`src/rtl/mem_access_ctrl.sv`:
```
// mem_access_ctrl: sequences single load/store requests onto a level-sensitive data RAM.
// Define ACCESS_COUNT_EN to add saturating read/write/error response counters.
module mem_access_ctrl #(
  parameter int MEM_BYTES = 256
) (
  input  logic        clk,
  input  logic        rst_n,
  input  logic        req_valid,
  output logic        req_ready,
  input  logic        req_write,
  input  logic [1:0]  req_size,
  input  logic        req_signed,
  input  logic [31:0] req_addr,
  input  logic [63:0] req_wdata,
  output logic        resp_valid,
  output logic        resp_err,
  output logic [63:0] resp_rdata,
  output logic        ram_enable,
  output logic        ram_rw,
  output logic [31:0] ram_addr,
  output logic [31:0] ram_din,
  output logic [1:0]  ram_mode,
  input  logic [31:0] ram_dout
`ifdef ACCESS_COUNT_EN
  ,
  output logic [15:0] rd_count,
  output logic [15:0] wr_count,
  output logic [15:0] err_count
`endif
);
  typedef enum logic [1:0] {IDLE, SETUP, STROBE, RESP} state_e;
  state_e      state_q, state_d;
  logic        write_q, write_d, signed_q, signed_d, err_q, err_d, second_q, second_d;
  logic [1:0]  size_q, size_d;
  logic [31:0] addr_q, addr_d, hi_q, hi_d;
  logic [63:0] wdata_q, wdata_d, rdata_q, rdata_d, load_val;
  logic        misaligned, out_of_range;
  assign misaligned = (req_size == 2'd1 && req_addr[0]) ||
                      (req_size == 2'd2 && |req_addr[1:0]) ||
                      (req_size == 2'd3 && |req_addr[2:0]);
  // 33-bit end address so requests near the top of the 32-bit space cannot wrap into range
  assign out_of_range = ({1'b0, req_addr} + (33'd1 << req_size)) > 33'(MEM_BYTES);
  assign load_val = size_q == 2'd3 ? {hi_q, ram_dout} :
                    size_q == 2'd2 ? {{32{signed_q & ram_dout[31]}}, ram_dout} :
                    size_q == 2'd1 ? {{48{signed_q & ram_dout[15]}}, ram_dout[15:0]} :
                                     {{56{signed_q & ram_dout[7]}}, ram_dout[7:0]};
  assign req_ready  = state_q == IDLE;
  assign resp_valid = state_q == RESP;
  assign resp_err   = resp_valid & err_q;
  assign resp_rdata = rdata_q;
  assign ram_enable = state_q == STROBE;
  assign ram_rw     = write_q;
  assign ram_mode   = size_q == 2'd3 ? 2'd2 : size_q;
  assign ram_addr   = addr_q + {29'd0, second_q, 2'd0};
  // Doublewords are big-endian: most significant word goes to the lower address
  assign ram_din = size_q == 2'd3 ? (second_q ? wdata_q[31:0] : wdata_q[63:32]) :
                   size_q == 2'd2 ? wdata_q[31:0] :
                   size_q == 2'd1 ? {16'd0, wdata_q[15:0]} : {24'd0, wdata_q[7:0]};
  always_comb begin
    state_d  = state_q;
    write_d  = write_q;
    size_d   = size_q;
    signed_d = signed_q;
    addr_d   = addr_q;
    wdata_d  = wdata_q;
    err_d    = err_q;
    second_d = second_q;
    hi_d     = hi_q;
    rdata_d  = rdata_q;
    case (state_q)
      IDLE: if (req_valid) begin
        write_d  = req_write;
        size_d   = req_size;
        signed_d = req_signed;
        addr_d   = req_addr;
        wdata_d  = req_wdata;
        second_d = 1'b0;
        err_d    = misaligned | out_of_range;
        rdata_d  = err_d ? '0 : rdata_q;
        state_d  = err_d ? RESP : SETUP;
      end
      SETUP: state_d = STROBE;
      STROBE: if (size_q == 2'd3 && !second_q) begin
        hi_d     = ram_dout;
        second_d = 1'b1;
        state_d  = SETUP;
      end else begin
        rdata_d = write_q ? '0 : load_val;
        state_d = RESP;
      end
      default: state_d = IDLE;
    endcase
  end
  always_ff @(posedge clk or negedge rst_n) begin
    if (!rst_n) begin
      state_q  <= IDLE;
      write_q  <= 1'b0;
      size_q   <= 2'd0;
      signed_q <= 1'b0;
      addr_q   <= '0;
      wdata_q  <= '0;
      err_q    <= 1'b0;
      second_q <= 1'b0;
      hi_q     <= '0;
      rdata_q  <= '0;
    end else begin
      state_q  <= state_d;
      write_q  <= write_d;
      size_q   <= size_d;
      signed_q <= signed_d;
      addr_q   <= addr_d;
      wdata_q  <= wdata_d;
      err_q    <= err_d;
      second_q <= second_d;
      hi_q     <= hi_d;
      rdata_q  <= rdata_d;
    end
  end
`ifdef ACCESS_COUNT_EN
  always_ff @(posedge clk or negedge rst_n) begin
    if (!rst_n) begin
      rd_count  <= '0;
      wr_count  <= '0;
      err_count <= '0;
    end else if (resp_valid) begin
      if (err_q) err_count <= err_count + {15'd0, ~&err_count};
      else if (write_q) wr_count <= wr_count + {15'd0, ~&wr_count};
      else rd_count <= rd_count + {15'd0, ~&rd_count};
    end
  end
`endif
endmodule

```
`config.mk`:
```
export PLATFORM = sky130hd
export DESIGN_NAME = mem_access_ctrl
export DESIGN_NICKNAME = d
export VERILOG_FILES = /design/src/rtl/mem_access_ctrl.sv
export SDC_FILE = /design/constraint.sdc
export NUM_CORES = 1
export LEC_CHECK = 0
export CAP_MARGIN = 30
export CORE_AREA = 2 2 150 152
export CTS_CLUSTER_SIZE = 24
export DETAILED_ROUTE_END_ITERATION = 7
export DIE_AREA = 0 0 152 154
export PLACE_DENSITY = 0.8
export SLEW_MARGIN = 20
export SYNTH_ARGS = -nofsm -noshare
export SYNTH_HDL_FRONTEND = slang
export SYNTH_SLANG_ARGS = --single-unit
```
`constraint.sdc`:
```
create_clock -name clk -period 2.8 [get_ports clk]
set_input_delay 0.7 -clock clk [delete_from_list [all_inputs] [get_ports clk]]
set_output_delay 0.7 -clock clk [all_outputs]
set_load 0.005 [all_outputs]
```
==> results <==
-- sequential cells by signal, indices dropped and copies added, names as in the netlist --
| name | cells |
|---|---|
| signed_q | 1 |
| hi_q | 32 |
| ram_rw | 1 |
| resp_rdata | 64 |
| second_q | 1 |
| state_q | 2 |
| addr_q | 32 |
| err_q | 1 |
| wdata_q | 64 |
| size_q | 2 |
-- power breakdown --
group	switching [W]	internal [W]	total, W
logic	0.00374	0.00424	0.00799
registers	0.00107	0.00419	0.00527
clock network	0.00125	0.00137	0.00261
-- worst min-delay path by stage --
stage / start / end / slack, ps / cells after the start
after floorplan: rst_n / addr_q[0] / 400 / 0
after global placement: addr_q[1] / addr_q[1] / 470 / 2
after detailed placement: wdata_q[3] / wdata_q[3] / 490 / 1
after CTS: rst_n / wdata_q[15] / 300 / 1
after global routing: rst_n / wdata_q[47] / 310 / 1
final: rst_n / wdata_q[15] / 270 / 1
-- worst reg2reg max path, cell delays in order, from the launching register on --
cell and delay, ps:
sky130_fd_sc_hd__dfrtp_1 440, sky130_fd_sc_hd__buf_6 140, sky130_fd_sc_hd__buf_6 120, sky130_fd_sc_hd__nand3b_1 210, sky130_fd_sc_hd__buf_4 200, sky130_fd_sc_hd__nand2_4 90
sky130_fd_sc_hd__buf_12 360, sky130_fd_sc_hd__nor2_1 480, sky130_fd_sc_hd__a32oi_1 430, sky130_fd_sc_hd__o31ai_4 130
-- stage by stage --
step,setup TNS [ps],std cells,total power (W)
after floorplan,-45760,1008,0.00881
after global placement,-97080,1604,0.0122
after detailed placement,-103430,1604,0.0124
after CTS,-34130,1674,0.0152
after global routing,-48200,1680,0.0167
final,-43010,1680,0.0159
-- synthesized netlist by cell type (all sizes together) (2+ instances only) --
cell type  count
nor2          26
buf           20
nor2b         15
xor2          15
xnor2         20
mux2i          4
a32oi          8
or4            4
and4           2
a21o           4
nor4           6
o31ai         64
o41a           2
a31oi         59
nand2b         7
nand3b         3
o21ai         15
a21boi        16
ha             6
dfrtp        200
mux2         139
nand2        136
o22ai          3
nor3           7
nand3         28
a21oi         31
and2           3
and3           8
nor3b          2
nand4          7
or3            2
o31a           2
a211oi         4
clkbuf        56
or2            2
o21a          40
inv           24
-- cell type report --
| class | instances | share of cell area |
|---|---|---|
| clock buffer | 19 | 0.0259 |
| clock inverter | 13 | 0.0109 |
| inverter | 24 | 0.00539 |
| multi-input combinational | 710 | 0.382 |
| sequential | 200 | 0.299 |
| tap | 280 | 0.0209 |
| timing repair buffer | 434 | 0.256 |
-- placed cells by master (no fill, tap or decap), types with 16 or more instances in the layout --
cell | netlist | final
sky130_fd_sc_hd__buf_2 | 3 | 17
sky130_fd_sc_hd__nand3_1 | 27 | 16
sky130_fd_sc_hd__mux2_2 | 139 | 137
sky130_fd_sc_hd__nand2_1 | 136 | 129
sky130_fd_sc_hd__clkdlybuf4s50_1 | 0 | 192
sky130_fd_sc_hd__nor2_1 | 26 | 17
sky130_fd_sc_hd__dfrtp_1 | 200 | 199
sky130_fd_sc_hd__buf_12 | 0 | 20
sky130_fd_sc_hd__dlygate4sd2_1 | 0 | 42
sky130_fd_sc_hd__a21oi_1 | 31 | 28
sky130_fd_sc_hd__o31ai_4 | 0 | 55
sky130_fd_sc_hd__clkbuf_16 | 0 | 17
sky130_fd_sc_hd__buf_4 | 2 | 111
sky130_fd_sc_hd__inv_1 | 24 | 22
sky130_fd_sc_hd__a31oi_1 | 59 | 58
sky130_fd_sc_hd__o21a_1 | 40 | 40
sky130_fd_sc_hd__buf_6 | 5 | 27
-- logic make-up (layout without fill, tap and decap cells) --
| group | after synthesis | in the layout |
|---|---|---|
| AO/OA/AOI/OAI | 259 | 260 |
| XOR/XNOR | 35 | 35 |
| adder cells (fa/ha/maj) | 7 | 7 |
| buffers and inverters | 100 | 490 |
| flip-flops | 200 | 200 |
| multiplexers | 143 | 143 |
| AND/OR/NAND/NOR | 264 | 265 |
-- per-layer routing --
layer  vias to the layer above  track usage
li1                       4449            -
met1                      4922        0.381
met2                       489        0.496
met3                        94       0.0685
met4                         0       0.0939
met5                         -            0
-- repair_timing --
action                     CTS  global route
pin swaps                   66            33
cloned                      11             0
gates resized for setup    287            95
setup endpoints to repair  124            95
buffers inserted            29            13
hold buffers                 0             0
==> results_tabular.tex <==
\begin{tabular}{lr}
\hline
Metric & Value \\
\hline
\multicolumn{2}{l}{\textbf{Yosys}} \\
Number of instances in the synthesized netlist & 1,008 \\
Adder-cell area share of the yosys netlist & 0.00889 \\
Share of flip-flops with an asynchronous set or reset & 1.00 \\
Syn. warnings & 0 \\
Xor and xnor fraction of the mapped netlist area & 0.0287 \\
Share of synthesized area occupied by flip-flops and latches & 0.468 \\
Combinational family with the most area after synthesis & compound AO/OA/AOI/OAI gates \\
Ys flop type & sky130\_fd\_sc\_hd\_\_dfrtp\_1 \\
Top-area cell type share of the netlist area & 0.468 \\
Post-synthesis cell area & 0.0107 mm² \\
Register bit total from synthesis & 200 \\
Number of distinct library cell variants in the gate-level netlist after synthesis & 63 \\
Largest cells by area after synthesis & sky130\_fd\_sc\_hd\_\_dfrtp\_1 47\%, sky130\_fd\_sc\_hd\_\_mux2\_2 15\%, sky130\_fd\_sc\_hd\_\_nand2\_1 4.8\% \\
Synth Area in Compound Gates & 0.187 \\
Syn\_nets & roughly 1,200 \\
Basic-gate share of the synthesized area counting and, or, nand and nor cells & 0.118 \\
Post-synth EDFFs & 0 \\
Average footprint of a synthesized cell & $\sim$11 µm² \\
Top cell type by total area after synthesis & sky130\_fd\_sc\_hd\_\_dfrtp\_1 \\
Share of cell area taken by muxes after synthesis & 0.150 \\
\multicolumn{2}{l}{\textbf{STA}} \\
Final Hold Slack & 273 ps \\
Max-Slew Margin vs Limit & 0.467 \\
Final worst-path setup slack & -664 ps \\
Time the final worst path needs with I/O delays and setup & $\sim$3500 ps \\
Fraction of the cycle the final worst path needs & 1.24 \\
Final count of hold timing violations & 0 \\
Achievable frequency & slightly below 300 MHz \\
Worst clock skew on the final layout & 20.1 ps \\
RSZ-0062 raised after global routing & true \\
Setup-failing EPs final & 80 \\
Pins Over Slew Limit & 0 \\
Measured slew at the worst slew-check pin & 797 ps \\
\multicolumn{2}{l}{\textbf{Floorplan}} \\
Number of core rows & 54 \\
Overall die area & roughly 0.023 mm² \\
Core Region & 0.0217 mm² \\
Effective utilization at floorplan & 0.493 \\
Die Span X & approximately 150 µm \\
Ports placed on the boundary & 270 \\
Die height & 154 µm \\
\multicolumn{2}{l}{\textbf{Placement}} \\
RePlAce Congestion & 0.824 \\
Estimated wirelength of the detail-placed design & 22,100 µm \\
Post-DP Area & 0.0146 mm² \\
PortBufs & 269 \\
DP Worst Slack & -1590 ps \\
\multicolumn{2}{l}{\textbf{Layout}} \\
Footprint of the multi-input gates & approximately 0.0064 mm² \\
Core Util, Final & 0.771 \\
\# diodes & 0 \\
Fraction of layout cells with a size suffix above 1 & 0.365 \\
Count of filler cells inserted in the layout & 1,349 \\
Seq. cell area & 0.00501 mm² \\
Number of nets in the final layout & 1,529 \\
Final design instance area without fill & between 0.015 and 0.02 mm² \\
Area growth, synth to finish & 56.3\% \\
\multicolumn{2}{l}{\textbf{Clock network}} \\
CTS tree & yes \\
Cts bufs inserted & 17 \\
CTS HTree Levels & 4 \\
Clock-pin slew on the worst setup and hold paths & around 80 ps \\
Total clock sinks & 200 \\
Root buf cell & sky130\_fd\_sc\_hd\_\_clkbuf\_16 \\
CTS max path bufs & 2 \\
Later-pin clock latency in the skew report & 440 ps \\
\multicolumn{2}{l}{\textbf{Drt}} \\
Routed metal-1 wire length & 14,700 µm \\
Drt wl/cell & 21.8 µm \\
Detailed Route WL & 36,700 µm \\
Router iterations before antenna repair & 6 \\
Top layer used by detailed routing & met4 \\
DRT antenna net count & 0 \\
Total length of routed met3 wires & 2610 µm \\
First DRT Iteration DRCs & 866 \\
Overall via count from detail\_route & between 9,000 and 10,000 \\
Total length of routed met2 wires & 18,300 µm \\
Per-cell via count in the routed design & 5.93 \\
Residual DRC & 0 \\
\multicolumn{2}{l}{\textbf{Setup path}} \\
CP Capture Type & flop \\
Slack of the worst reg-to-reg path & 90 ps \\
Category of the most critical setup path & primary input to flop \\
Register-to-Register Path Depth & 9 \\
Required time of the critical path & around 3100 ps \\
Critical R2R Capture & resp\_rdata[6] \\
Cell Chain, Critical Path & dlygate4sd2\_1 -> ha\_1 -> nand3\_2 -> o22a\_2 -> buf\_4 -> or4b\_4 -> xor2\_1 -> nand3\_1 -> buf\_4 -> or4\_4 -> buf\_6 -> o31ai\_4 \\
Reg2reg start & second\_q \\
Combined buffer and inverter count along the critical path & 4 \\
First element of the critical path & req\_addr[2] \\
Slowest CP cell & sky130\_fd\_sc\_hd\_\_or4\_4 \\
Maximum net fanout on the critical path & 5 \\
Most frequent cell on the critical path & sky130\_fd\_sc\_hd\_\_buf\_4 \\
Family with the most delay on the worst path & simple AND/OR/NAND/NOR gates \\
Category of the worst setup path launch point & primary input \\
Number of cells on the critical path & 12 \\
Highest cell delay on the worst timing path & around 630 ps \\
Arr. time, crit path & 3810 ps \\
Critical Path Sink & resp\_rdata[38] \\
\multicolumn{2}{l}{\textbf{Power}} \\
Lkg Pwr & approximately 7.0 nW \\
Maximum vdd drop & around 0.56 mV \\
PD cells & roughly 950 mW/mm² \\
\multicolumn{2}{l}{\textbf{Min path}} \\
Path category of the worst min-delay check & primary input to async pin \\
\multicolumn{2}{l}{\textbf{Global routing}} \\
Initial antenna violation count & 0 \\
Overflow left after global routing & 0 \\
First-pass GRT wire length & 55,300 µm \\
Total routing resource utilization after global routing & 0.296 \\
Via count of the first global-routing pass & 10,100 \\
Pin count of the biggest net entering global routing & 131 \\
\multicolumn{2}{l}{\textbf{Outcome}} \\
Status & finished, violations left \\
Violated checks & setup timing \\
\multicolumn{2}{l}{\textbf{Flow run}} \\
Max cap viols & 0 \\
\hline
\end{tabular}
No activity file was read; power rests on OpenSTA's default activity.
